<file path="src/rtl/dual_step_accumulator.sv">
// dual_step_accumulator
// Runs a bounded loop of n iterations. Each iteration steps two accumulators
// x and y by one of several patterns picked by the per-cycle selector, which
// also offers a stall. A start/busy/done handshake loads a new bound at run
// time. On the edge that finishes the loop, x+y is compared against the
// closed-form total (STEP_A+STEP_B)*n, and any disagreement sets the sticky
// err flag.
module dual_step_accumulator #(
    parameter int W          = 11,
    parameter int AW         = W + 2,
    parameter int STEP_A     = 1,
    parameter int STEP_B     = 2,
    parameter int N_DEFAULT  = 40,
    parameter int AUTO_START = 1
) (
    input  logic          clk,
    input  logic          rst,
    input  logic          start,
    input  logic [W-1:0]  n_in,
    input  logic [1:0]    selector,
    output logic [AW-1:0] x,
    output logic [AW-1:0] y,
    output logic [W-1:0]  i,
    output logic [W-1:0]  n,
    output logic          busy,
    output logic          done,
    output logic          err
);

    localparam logic [1:0] ST_IDLE = 2'd0;
    localparam logic [1:0] ST_RUN  = 2'd1;
    localparam logic [1:0] ST_DONE = 2'd2;
    localparam logic [1:0] ST_RESET = (AUTO_START != 0) ? ST_RUN : ST_IDLE;

    localparam logic [AW-1:0] STEP_A_W   = AW'(STEP_A);
    localparam logic [AW-1:0] STEP_B_W   = AW'(STEP_B);
    localparam logic [AW-1:0] STEP_SUM_W = AW'(STEP_A + STEP_B);
    localparam logic [W-1:0]  N_RESET    = W'(N_DEFAULT);

    localparam logic [1:0] SEL_AB    = 2'b00;
    localparam logic [1:0] SEL_BA    = 2'b01;
    localparam logic [1:0] SEL_STALL = 2'b10;
    localparam logic [1:0] SEL_SUM   = 2'b11;

    logic [1:0]    state_r, state_nx_s;
    logic [AW-1:0] x_r, x_nx_s;
    logic [AW-1:0] y_r, y_nx_s;
    logic [W-1:0]  i_r, i_nx_s;
    logic [W-1:0]  n_r, n_nx_s;
    logic          err_r, err_nx_s;
    logic          busy_r, busy_nx_s;
    logic          done_r, done_nx_s;
    logic          last_step_s;

    // End-of-loop sum check: x+y must equal (STEP_A+STEP_B)*bound, both mod 2^AW.
    function automatic logic sum_mismatch(input logic [AW-1:0] a,
                                          input logic [AW-1:0] b,
                                          input logic [W-1:0]  bound);
        logic [AW-1:0] total;
        logic [AW-1:0] target;
        total  = a + b;
        target = STEP_SUM_W * AW'(bound);
        return (total != target);
    endfunction

    // Next-state and datapath update for the IDLE/RUN/DONE loop controller.
    always_comb begin
        state_nx_s  = state_r;
        x_nx_s      = x_r;
        y_nx_s      = y_r;
        i_nx_s      = i_r;
        n_nx_s      = n_r;
        err_nx_s    = err_r;
        last_step_s = 1'b0;
        case (state_r)
            ST_IDLE, ST_DONE: begin
                if (start) begin
                    n_nx_s     = n_in;
                    x_nx_s     = '0;
                    y_nx_s     = '0;
                    i_nx_s     = '0;
                    err_nx_s   = 1'b0;
                    state_nx_s = (n_in == '0) ? ST_DONE : ST_RUN;
                end else begin
                    state_nx_s = state_r;
                end
            end
            ST_RUN: begin
                if (i_r >= n_r) begin
                    // Defensive exit: compare what has been accumulated so far.
                    state_nx_s = ST_DONE;
                    err_nx_s   = err_r | sum_mismatch(x_r, y_r, n_r);
                end else begin
                    case (selector)
                        SEL_AB: begin
                            x_nx_s = x_r + STEP_A_W;
                            y_nx_s = y_r + STEP_B_W;
                            i_nx_s = i_r + W'(1);
                        end
                        SEL_BA: begin
                            x_nx_s = x_r + STEP_B_W;
                            y_nx_s = y_r + STEP_A_W;
                            i_nx_s = i_r + W'(1);
                        end
                        SEL_STALL: begin
                            i_nx_s = i_r;
                        end
                        SEL_SUM: begin
                            x_nx_s = x_r + STEP_SUM_W;
                            i_nx_s = i_r + W'(1);
                        end
                        default: begin
                            i_nx_s = i_r;
                        end
                    endcase
                    // Widened compare so i+1 cannot wrap before matching n.
                    last_step_s = (selector != SEL_STALL) &&
                                  (({1'b0, i_r} + (W+1)'(1)) == {1'b0, n_r});
                    if (last_step_s) begin
                        state_nx_s = ST_DONE;
                        err_nx_s   = err_r | sum_mismatch(x_nx_s, y_nx_s, n_r);
                    end else begin
                        state_nx_s = ST_RUN;
                    end
                end
            end
            default: begin
                state_nx_s = ST_IDLE;
            end
        endcase
        busy_nx_s = (state_nx_s == ST_RUN);
        done_nx_s = (state_nx_s == ST_DONE);
    end

    // State, accumulator and status registers; asynchronous active-low reset.
    always_ff @(posedge clk or negedge rst) begin
        if (!rst) begin
            state_r <= ST_RESET;
            x_r     <= '0;
            y_r     <= '0;
            i_r     <= '0;
            n_r     <= N_RESET;
            err_r   <= 1'b0;
            busy_r  <= (ST_RESET == ST_RUN);
            done_r  <= 1'b0;
        end else begin
            state_r <= state_nx_s;
            x_r     <= x_nx_s;
            y_r     <= y_nx_s;
            i_r     <= i_nx_s;
            n_r     <= n_nx_s;
            err_r   <= err_nx_s;
            busy_r  <= busy_nx_s;
            done_r  <= done_nx_s;
        end
    end

    assign x    = x_r;
    assign y    = y_r;
    assign i    = i_r;
    assign n    = n_r;
    assign err  = err_r;
    assign busy = busy_r;
    assign done = done_r;

endmodule

</file>
<file path="config.mk">
export PLATFORM = sky130hd
export DESIGN_NAME = dual_step_accumulator
export DESIGN_NICKNAME = d
export VERILOG_FILES = /design/src/rtl/dual_step_accumulator.sv
export SDC_FILE = /design/constraint.sdc
export NUM_CORES = 1
export LEC_CHECK = 0
export ABC_AREA = 1
export BUFFER_PORTS_ARGS = -buffer_cell sky130_fd_sc_hd__buf_4
export CORE_MARGIN = 2
export CORE_UTILIZATION = 66
export CTS_CLUSTER_DIAMETER = 120
export DETAILED_ROUTE_END_ITERATION = 8
export PLACE_DENSITY = 0.88
export SYNTH_ARGS = -nofsm -noshare
export SYNTH_HDL_FRONTEND = slang
export SYNTH_SLANG_ARGS = --single-unit
</file>
<file path="constraint.sdc">
create_clock -name clk -period 8.98 [get_ports clk]
set_input_delay 0.449 -clock clk [delete_from_list [all_inputs] [get_ports clk]]
set_output_delay 0.449 -clock clk [all_outputs]
set_load 0.005 [all_outputs]
</file>
==> results.sh, run 1 <==
export IMPL_antenna_found_initial=0
export IMPL_slew_violations=0
export IMPL_via_per_inst=5.904
export IMPL_firstDrtPassIters=6
export IMPL_power_density_nw_per_um2=285.6
export IMPL_post_dp_cell_area_um2=6656
export IMPL_max_stage_delay_ns=0.58
export IMPL_skew_ns=0.02096
export IMPL_cts_buffers=5
export IMPL_grt_ovfl_total=0
export IMPL_cp_top_family="simple AND/OR/NAND/NOR gates"
export IMPL_wl_met2_um=8415
export IMPL_ys_flop_type="dfrtp_1"
export IMPL_synth_area_leaders="dfrtp_1 (20%), nand2_1 (15%), ha_1 (11%)"
export IMPL_yosys_warnings=0
export IMPL_fin_nets=1090
export IMPL_num_rows=35
export IMPL_crit_fanout=8
export IMPL_dieHeight_um=100.2
export IMPL_io_buffers=66
export IMPL_final_common_cell="nand2_1"
export IMPL_met3_length_um=1342
export IMPL_synth_seq_cells=53
export IMPL_cts_path_max_buffers=2
export IMPL_syn2layout_area_growth_pct=11.03
export IMPL_irDropWorstVdd_mv=0.2130
export IMPL_crit_buf_inv=3
export IMPL_max_cap_violations=0
export IMPL_post_drt_wl_per_cell_um=16.24
export IMPL_cts_hold_buf=0
export IMPL_power_leakage_nw=3.612
export IMPL_cp_start_kind="flop"
export IMPL_via_count=6648
export IMPL_initial_core_util_pct=66.99
export IMPL_relSlewSlack_pct=50.91
export IMPL_grt_max_degree=54
export IMPL_fp_dieW_um=100.2
export IMPL_synth_nets=1034
export IMPL_ctsResizeCount=0
export IMPL_insertedDiodeCount=0
export IMPL_grt_pass1_vias=6048
export IMPL_synth_top_cell_by_area="dfrtp_1"
export IMPL_clock_latency_ns=0.33
export IMPL_dp_hpwl_um=14310
export IMPL_outcome="finished, final reports clean"
export IMPL_grt_pass1_wl_um=29380
export IMPL_core_um2=9109
export IMPL_hold_ws_ns=0.1699
export IMPL_dp_cells=1118
export IMPL_drt_total_wl_um=18280
export IMPL_synth_async_sr_flop_share_pct=100.0
export IMPL_seq_area_frac_synth_pct=21.82
export IMPL_min_path_type="in2async"
export IMPL_critPathKind="reg2reg"
export IMPL_dr_first_iter_drc_count=492
export IMPL_critical_path_required_ns=9.21
export IMPL_cts_sinks=53
export IMPL_cp_arrival_ns=4.21
export IMPL_synthCells=958
export IMPL_worst_slew_pin_slew_ns=0.7352
export IMPL_drive_gt1_share_pct=9.951
export IMPL_slowest_stage="dfrtp_1"
export IMPL_die_area_um2=10030
export IMPL_setup_violations_final=0
export IMPL_place_congestion=1.030
export IMPL_top_layer_used="met4"
export IMPL_hold_viol_final=0
export IMPL_cts_tree="built"
export IMPL_clk_pin_slew_worst_paths_ns=0.12
export IMPL_layout_min_cycle_time_ns=3.976
export IMPL_post_route_drc_count=0
export IMPL_rsz0062_at_grt="false"
export IMPL_final_cell_mix="nand2_1 (249), inv_1 (153), nand3_1 (105)"
export IMPL_grt_usage_pct=36.93
export IMPL_synth_edf_count=0
export IMPL_path_cells="inv_1 > fa_1 > nor2_1 > nand3_1 > o211ai_1 > nand3_1 > o21ai_1 > inv_1 > ha_1 > inv_1 > nor3_1 > a21oi_1 > or2_1 > nand2_1 > nand2_1 > nand2_1 > nand2_1 > nor2_1 > nand4_2 > nand2_1 > nand2_1"
export IMPL_clock_root_buffer="clkbuf_8"
export IMPL_htreeDepth=2
export IMPL_tns_ns=0
export IMPL_ios=67
export IMPL_avgSynthCellArea_um2=6.370
export IMPL_wl_met1_um=7468
export IMPL_syn_area_um2=6102
export IMPL_period_share_pct=44.28
export IMPL_layoutNonFillerInstCount=1126
export IMPL_finish_instance_area_um2=6775
export IMPL_crit_path_end_kind="flop"
export IMPL_p_total_mw=1.935
export IMPL_postCtsSetupRepairBufs=0
export IMPL_antenna_left=0
export IMPL_cpMostUsedCell="nand2_1"
export IMPL_synth_top_area_share_pct=20.09
export IMPL_synth_cell_types=56
export IMPL_max_freq_mhz=251.5
==> flip-flops by register name (all words and copies together), names as in the netlist <==
| signal | flops |
|---|---|
| x | 13 |
| y | 13 |
| i | 11 |
| n | 11 |
| state_r | 2 |
| busy | 1 |
| done | 1 |
| err | 1 |
==> stage by stage <==
stage,setup WS (ns),util (%)
final,5.004,74.38
after global routing,4.565,74.38
after CTS,5.079,74.38
after detailed placement,4.827,73.08
after global placement,4.905,73.08
after floorplan,5.621,-
==> per-layer routing <==
metal	GRT usage, %	up-vias
li1	-	3272
met1	46.60	2969
met2	61.18	336
met3	5.571	71
met4	19.39	0
met5	0	-
==> synth_stat cells, types with 3 or more instances <==
cell type,number
nand3_1,105
nor2_1,65
o31ai_1,3
o22ai_1,11
fa_1,4
inv_1,153
o21ai_0,61
nor4_1,5
a31oi_1,3
o211ai_1,5
buf_2,4
clkbuf_1,10
o21bai_1,3
nand3b_1,10
dfstp_2,4
inv_2,4
a22oi_1,3
o21ai_1,12
nand4_1,15
nand2_1,249
nand3_2,3
nor2_2,5
xor2_1,21
dfrtp_1,49
xnor2_1,5
o221ai_1,3
a21oi_1,38
ha_1,56
nor3_1,15
==> cells by family (layout without fill, tap and decap cells) <==
family          Yosys count  count (layout)  share of synthesized area, %
compound gates          159             159                         14.99
xor+xnor                 26              26                         3.732
fa+ha+maj                60              60                         12.79
simple gates            483             483                         35.39
flops                    53              53                         21.82
buf+inv                 177             234                         11.28
==> cell type report <==
cell class                      instances  area (um2)
Tap cell                              111       138.9
Sequential cell                        53        1331
Clock buffer                            5       68.82
Fill cell                             805        2333
Clock inverter                          3       50.05
Inverter                              158       593.1
Multi-Input combinational cell        728        4083
Timing Repair Buffer                   68       510.5
==> power breakdown <==
group / leakage [nW] / switching, mW / internal, mW
clock: 0.0603 / 0.0954 / 0.0858
combinational: 2.86 / 0.820 / 0.494
sequential: 0.694 / 0.130 / 0.310
total: 3.61 / 1.05 / 0.889
==> worst paths after layout <==
path                           from    end  slack [ns]  cells after the start
max in group asynchronous       rst  x[11]        8.34                      1
hold / removal                  rst   y[3]        0.17                      1
min in group clk           n_in[10]  n[10]        0.35                      3
hold reg to reg                 err    err        0.51                      2
setup reg to reg               x[1]    err        5.00                     21
setup / recovery               x[1]    err        5.00                     21
==> worst register-to-register path: stages, from the launching register on <==
cell and delay (ns):
dfrtp_1 0.58, inv_1 0.15, fa_1 0.44, nor2_1 0.42, nand3_1 0.21, o211ai_1 0.20
nand3_1 0.11, o21ai_1 0.12, inv_1 0.08, ha_1 0.36, inv_1 0.11, nor3_1 0.19
a21oi_1 0.10, or2_1 0.20, nand2_1 0.09, nand2_1 0.05, nand2_1 0.06, nand2_1 0.06
nor2_1 0.12, nand4_2 0.10, nand2_1 0.06, nand2_1 0.04
No activity file was read; power rests on OpenSTA's default activity.
==> run 2, diff against run 1 <==
--- a/config.mk
+++ b/config.mk
@@ -8,10 +8,10 @@
 export ABC_AREA = 1
 export BUFFER_PORTS_ARGS = -buffer_cell sky130_fd_sc_hd__buf_4
 export CORE_MARGIN = 2
-export CORE_UTILIZATION = 66
+export CORE_UTILIZATION = 55
 export CTS_CLUSTER_DIAMETER = 120
 export DETAILED_ROUTE_END_ITERATION = 8
-export PLACE_DENSITY = 0.88
+export PLACE_DENSITY = 0.79
 export SYNTH_ARGS = -nofsm -noshare
 export SYNTH_HDL_FRONTEND = slang
 export SYNTH_SLANG_ARGS = --single-unit
==> constraint.sdc (replaced) <==
create_clock -name clk -period 3.3 [get_ports clk]
set_input_delay 0.165 -clock clk [delete_from_list [all_inputs] [get_ports clk]]
set_output_delay 0.165 -clock clk [all_outputs]
set_load 0.005 [all_outputs]
==> results.sh, run 2 (synthesized netlist as in run 1, its figures left out) <==
export IMPL_outcome="finished, violations left"
export IMPL_failed_checks="setup timing"
export IMPL_cp_start_kind="flop"
export IMPL_place_ws_ns=-0.1765
export IMPL_fp_dieW_um=109.3
export IMPL_r2r_slack_ns=-0.008
export IMPL_setup_violations_final=1
export IMPL_worst_slack_ns=-0.008068
export IMPL_startpoint="x[0]"
export IMPL_skew_ns=0.01556
export IMPL_slowest_stage="fa_2"
export IMPL_grt_usage_pct=34.28
export IMPL_critPathKind="reg2reg"
export IMPL_cts_path_max_buffers=2
export IMPL_initial_core_util_pct=56.29
export IMPL_seq_area_um2=1331
export IMPL_clock_latency_ns=0.33
export IMPL_post_drt_wl_per_cell_um=15.67
export IMPL_power_leakage_nw=4.210
export IMPL_period_share_pct=100.2
export IMPL_rr_worst_depth=25
export IMPL_final_cell_mix="nand2_1 (244), buf_4 (177), inv_1 (150)"
export IMPL_core_um2=10840
export IMPL_grt_max_degree=54
export IMPL_multi_input_area_um2=4320
export IMPL_grt_ovfl_total=0
export IMPL_clock_root_buffer="clkbuf_8"
export IMPL_max_freq_mhz=302.3
export IMPL_max_stage_delay_ns=0.39
export IMPL_cp_arrival_ns=3.54
export IMPL_insertedDiodeCount=0
export IMPL_antenna_found_initial=0
export IMPL_r2r_start="x[0]"
export IMPL_post_route_drc_count=0
export IMPL_cpMostUsedCell="nand2_1"
export IMPL_cts_sinks=53
export IMPL_dr_first_iter_drc_count=584
export IMPL_crit_path_end_kind="flop"
export IMPL_rsz0062_at_grt="true"
export IMPL_relSlewSlack_pct=51.33
export IMPL_firstDrtPassIters=7
export IMPL_dp_cells=1252
export IMPL_die_area_um2=11950
export IMPL_p_total_mw=5.817
export IMPL_layoutNonFillerInstCount=1268
export IMPL_layout_min_cycle_time_ns=3.308
export IMPL_drt_total_wl_um=19870
export IMPL_cts_buffers=5
export IMPL_place_congestion=0.9701
export IMPL_dp_hpwl_um=15640
export IMPL_min_path_type="in2reg"
export IMPL_irDropWorstVdd_mv=0.5766
export IMPL_final_core_util_pct=73.00
export IMPL_endpoint="err"
export IMPL_fillers=926
export IMPL_hold_viol_final=0
export IMPL_critical_path_required_ns=3.53
export IMPL_max_cap_violations=0
export IMPL_syn2layout_area_growth_pct=29.69
export IMPL_crit_fanout=5
export IMPL_antenna_left=0
export IMPL_slew_violations=0
export IMPL_ios=67
export IMPL_r2r_end="err"
export IMPL_dieHeight_um=109.3
export IMPL_io_buffers=66
export IMPL_power_density_nw_per_um2=735.0
export IMPL_clk_pin_slew_worst_paths_ns=0.11
export IMPL_num_rows=38
export IMPL_grt_pass1_vias=6708
export IMPL_fin_nets=1203
export IMPL_drive_gt1_share_pct=23.14
export IMPL_worst_slew_pin_slew_ns=0.7301
export IMPL_cts_tree="built"
export IMPL_via_count=7108
export IMPL_via_per_inst=5.606
export IMPL_grt_pass1_wl_um=32070
export IMPL_final_common_cell="nand2_1"
export IMPL_htreeDepth=2
==> run 2: cell types whose count changed in the layout (fill, tap and decap cells not counted), sizes merged <==
cell	delta
dlygate4sd3	+1
buf	+112
==> run 2: how the worst min path moves through the flow <==
stage / start / to / slack (ns) / cells past startpoint
floorplan: rst / done / -0.13 / 0
global placement: rst / y[10] / 0.26 / 1
detailed placement: rst / y[12] / 0.27 / 1
CTS: n_in[6] / n[6] / 0.04 / 3
global route: n_in[9] / n[9] / 0.05 / 3
finish: n_in[6] / n[6] / 0.05 / 3
==> run 2: layer usage <==
metal | vias up | wire (um) | share of wire, % | track usage (%)
met5 | - | 0 | 0 | 0
met4 | 0 | 1143 | 5.8 | 16.73
met1 | 3229 | 8184 | 41 | 41.75
li1 | 3505 | - | - | -
met2 | 293 | 9336 | 47 | 59.57
met3 | 81 | 1205 | 6.1 | 4.386
==> run 2: cell type report <==
class / count / share of cell area [%]
sequential: 53 / 16.82
tap: 140 / 2.213
clock buffer: 5 / 0.8696
timing repair buffer: 181 / 17.45
clock inverter: 3 / 0.5534
inverter: 158 / 7.494
multi-input combinational: 728 / 54.59
==> run 2: critical path: cells and delay by family (launching register included) <==
kind,cells,cell delay [ns]
and+or+nand+nor,16,1.23
adders and majority gates,2,0.59
buffers and inverters,4,0.53
AOI/OAI and AO/OA,3,0.47
DFF,1,0.38
==> run 2: what timing repair did <==
| action | 4_1_cts | 5_1_grt |
|---|---|---|
| hold buffers | 1 | 0 |
| setup endpoints to repair | 1 | 1 |
| endpoints found under the hold margin | 49 | 0 |
| gates resized for setup | 18 | 42 |
| setup buffers | 5 | 2 |
| pin swaps | 9 | 12 |
==> run 2: power by group <==
group          internal (mW)  switching (mW)  total, mW  leakage, nW
clock network          0.228           0.254      0.483       0.0585
logic                   1.75            2.52       4.27         3.46
registers              0.843           0.217       1.06        0.694
==> run 2: metrics by stage <==
| step | hold WS [ns] | cell area, um2 | setup TNS, ns |
|---|---|---|---|
| global route | 0.05058 | 7914 | -0.2501 |
| CTS | 0.03875 | 7734 | 0 |
| finish | 0.04752 | 7914 | -0.008068 |
| detailed placement | 0.2677 | 7496 | -0.1765 |
| floorplan | -0.1306 | 6105 | 0 |
| global placement | 0.2623 | 7496 | -0.1488 |
==> run 3, diff against run 2 <==
--- a/config.mk
+++ b/config.mk
@@ -7,11 +7,13 @@
 export LEC_CHECK = 0
 export ABC_AREA = 1
 export BUFFER_PORTS_ARGS = -buffer_cell sky130_fd_sc_hd__buf_4
+export CELL_PAD_IN_SITES_DETAIL_PLACEMENT = 1
+export CELL_PAD_IN_SITES_GLOBAL_PLACEMENT = 1
 export CORE_MARGIN = 2
-export CORE_UTILIZATION = 55
+export CORE_UTILIZATION = 39
 export CTS_CLUSTER_DIAMETER = 120
 export DETAILED_ROUTE_END_ITERATION = 8
-export PLACE_DENSITY = 0.79
+export PLACE_DENSITY_LB_ADDON = 0.1
 export SYNTH_ARGS = -nofsm -noshare
 export SYNTH_HDL_FRONTEND = slang
 export SYNTH_SLANG_ARGS = --single-unit
==> results.sh, run 3 (synthesized netlist as in run 1, its figures left out) <==
export IMPL_outcome="finished, violations left"
export IMPL_failed_checks="setup timing"
export IMPL_hold_depth=3
export IMPL_critPathKind="reg2reg"
export IMPL_clock_root_buffer="clkbuf_16"
export IMPL_cts_buffers=5
export IMPL_place_congestion=0.9309
export IMPL_post_route_drc_count=0
export IMPL_insertedDiodeCount=0
export IMPL_dr_first_iter_drc_count=458
export IMPL_syn2layout_area_growth_pct=39.63
export IMPL_num_rows=45
export IMPL_die_area_um2=16660
export IMPL_fillers=2048
export IMPL_max_stage_delay_ns=0.45
export IMPL_ios=67
export IMPL_dieHeight_um=129.1
export IMPL_via_count=7609
export IMPL_fin_nets=1228
export IMPL_r2r_slack_ns=-0.25
export IMPL_slowest_stage="dfrtp_1"
export IMPL_min_path_type="in2reg"
export IMPL_place_ws_ns=-0.3174
export IMPL_cp_depth=25
export IMPL_worst_slack_ns=-0.2484
export IMPL_layout_min_cycle_time_ns=3.548
export IMPL_clock_latency_ns=0.31
export IMPL_initial_core_util_pct=39.99
export IMPL_rsz0062_at_grt="true"
export IMPL_max_cap_violations=0
export IMPL_power_density_nw_per_um2=761.5
export IMPL_cts_tree="built"
export IMPL_cp_top_family="simple AND/OR/NAND/NOR gates"
export IMPL_hold_viol_final=0
export IMPL_irDropWorstVdd_mv=0.5266
export IMPL_max_freq_mhz=281.8
export IMPL_period_share_pct=107.5
export IMPL_io_buffers=66
export IMPL_dp_hpwl_um=19150
export IMPL_relSlewSlack_pct=47.23
export IMPL_grt_pass1_vias=7461
export IMPL_grt_pass1_wl_um=38610
export IMPL_firstDrtPassIters=5
export IMPL_grt_max_degree=54
export IMPL_final_common_cell="nand2_1"
export IMPL_crit_buf_inv=3
export IMPL_htreeDepth=2
export IMPL_cts_path_max_buffers=2
export IMPL_crit_path_end_kind="flop"
export IMPL_cp_start_kind="flop"
export IMPL_power_leakage_nw=4.411
export IMPL_via_per_inst=5.583
export IMPL_setup_violations_final=1
export IMPL_p_total_mw=6.489
export IMPL_clk_pin_slew_worst_paths_ns=0.08
export IMPL_tns_ns=-0.2484
export IMPL_fp_dieW_um=129.1
export IMPL_core_um2=15260
export IMPL_post_drt_wl_per_cell_um=20.15
export IMPL_crit_fanout=4
export IMPL_cts_sinks=53
export IMPL_final_cell_mix="nand2_1 (231), buf_4 (194), inv_1 (141)"
export IMPL_slew_violations=0
export IMPL_antenna_found_initial=0
export IMPL_drive_gt1_share_pct=27.95
export IMPL_worst_slew_pin_slew_ns=0.7915
export IMPL_rr_worst_depth=25
export IMPL_skew_ns=0.009270
export IMPL_antenna_left=0
export IMPL_critical_path_required_ns=3.50
export IMPL_final_core_util_pct=55.84
export IMPL_grt_usage_pct=29.54
export IMPL_drt_total_wl_um=27460
export IMPL_grt_ovfl_total=0
export IMPL_cp_arrival_ns=3.74
run 3: cell count changes in the layout (fill, tap and decap cells not counted), moves of 5 or more:
cell       delta
nand2_2      +10
clkbuf_16     +5
buf_4        +17
buf_6         +7
inv_1         -9
nand2_1      -13
inv_2         +9
clkbuf_8      -5
ha_4          +5
run 3: layout make-up:
type	count	area, um2	share of cell area, %
Clock buffer	5	125.1	1.468
Clock inverter	2	38.79	0.4552
Inverter	158	593.1	6.960
Multi-Input combinational cell	728	4561	53.52
Sequential cell	53	1331	15.62
Tap cell	211	264.0	3.098
Timing Repair Buffer	206	1608	18.87
run 3: tightest hold or removal path: cells and delay by family:
| kind | cells | cell delay [ns] |
|---|---|---|
| buffers and inverters | 1 | 0.08 |
| AO/OA/AOI/OAI | 1 | 0.06 |
| AND/OR/NAND/NOR | 1 | 0.04 |
run 3: path summary, 6_finish.rpt:
path / startpoint / to
worst min-delay path: n_in[8] / n[8]
worst min register to register: i[0] / i[0]
min in group asynchronous: rst / x[6]
worst max-delay path: x[1] / err
worst max register to register: x[1] / err
max in group asynchronous: rst / err
run 3: metrics by stage:
| step | cells | area [um2] | hold WS [ns] |
|---|---|---|---|
| floorplan | 958 | 6105 | -0.1306 |
| global placement | 1339 | 7717 | 0.2796 |
| detailed placement | 1339 | 7717 | 0.2845 |
| CTS | 1352 | 8099 | 0.07102 |
| global route | 1363 | 8521 | 0.08591 |
| finish | 1363 | 8521 | 0.06751 |
run 3: timing repair:
| item | 4_1_cts | 5_1_grt |
|---|---|---|
| hold buffers | 1 | 0 |
| setup endpoints to repair | 1 | 1 |
| pin swaps | 30 | 41 |
| resized for setup | 44 | 76 |
| cloned | 0 | 0 |
| buffers inserted | 6 | 12 |
| hold endpoints to repair | 49 | 0 |
run 3: layer usage:
layer / routed length [um] / global-route usage (%)
met2: 13500 / 53.91
met5: 0 / 0
met4: 1640 / 11.57
met1: 11030 / 35.46
met3: 1282 / 3.427
run 3: power breakdown:
group,switching (mW),internal (mW)
registers,0.207,0.844
clock network,0.281,0.358
logic,2.90,1.90
total,3.39,3.10
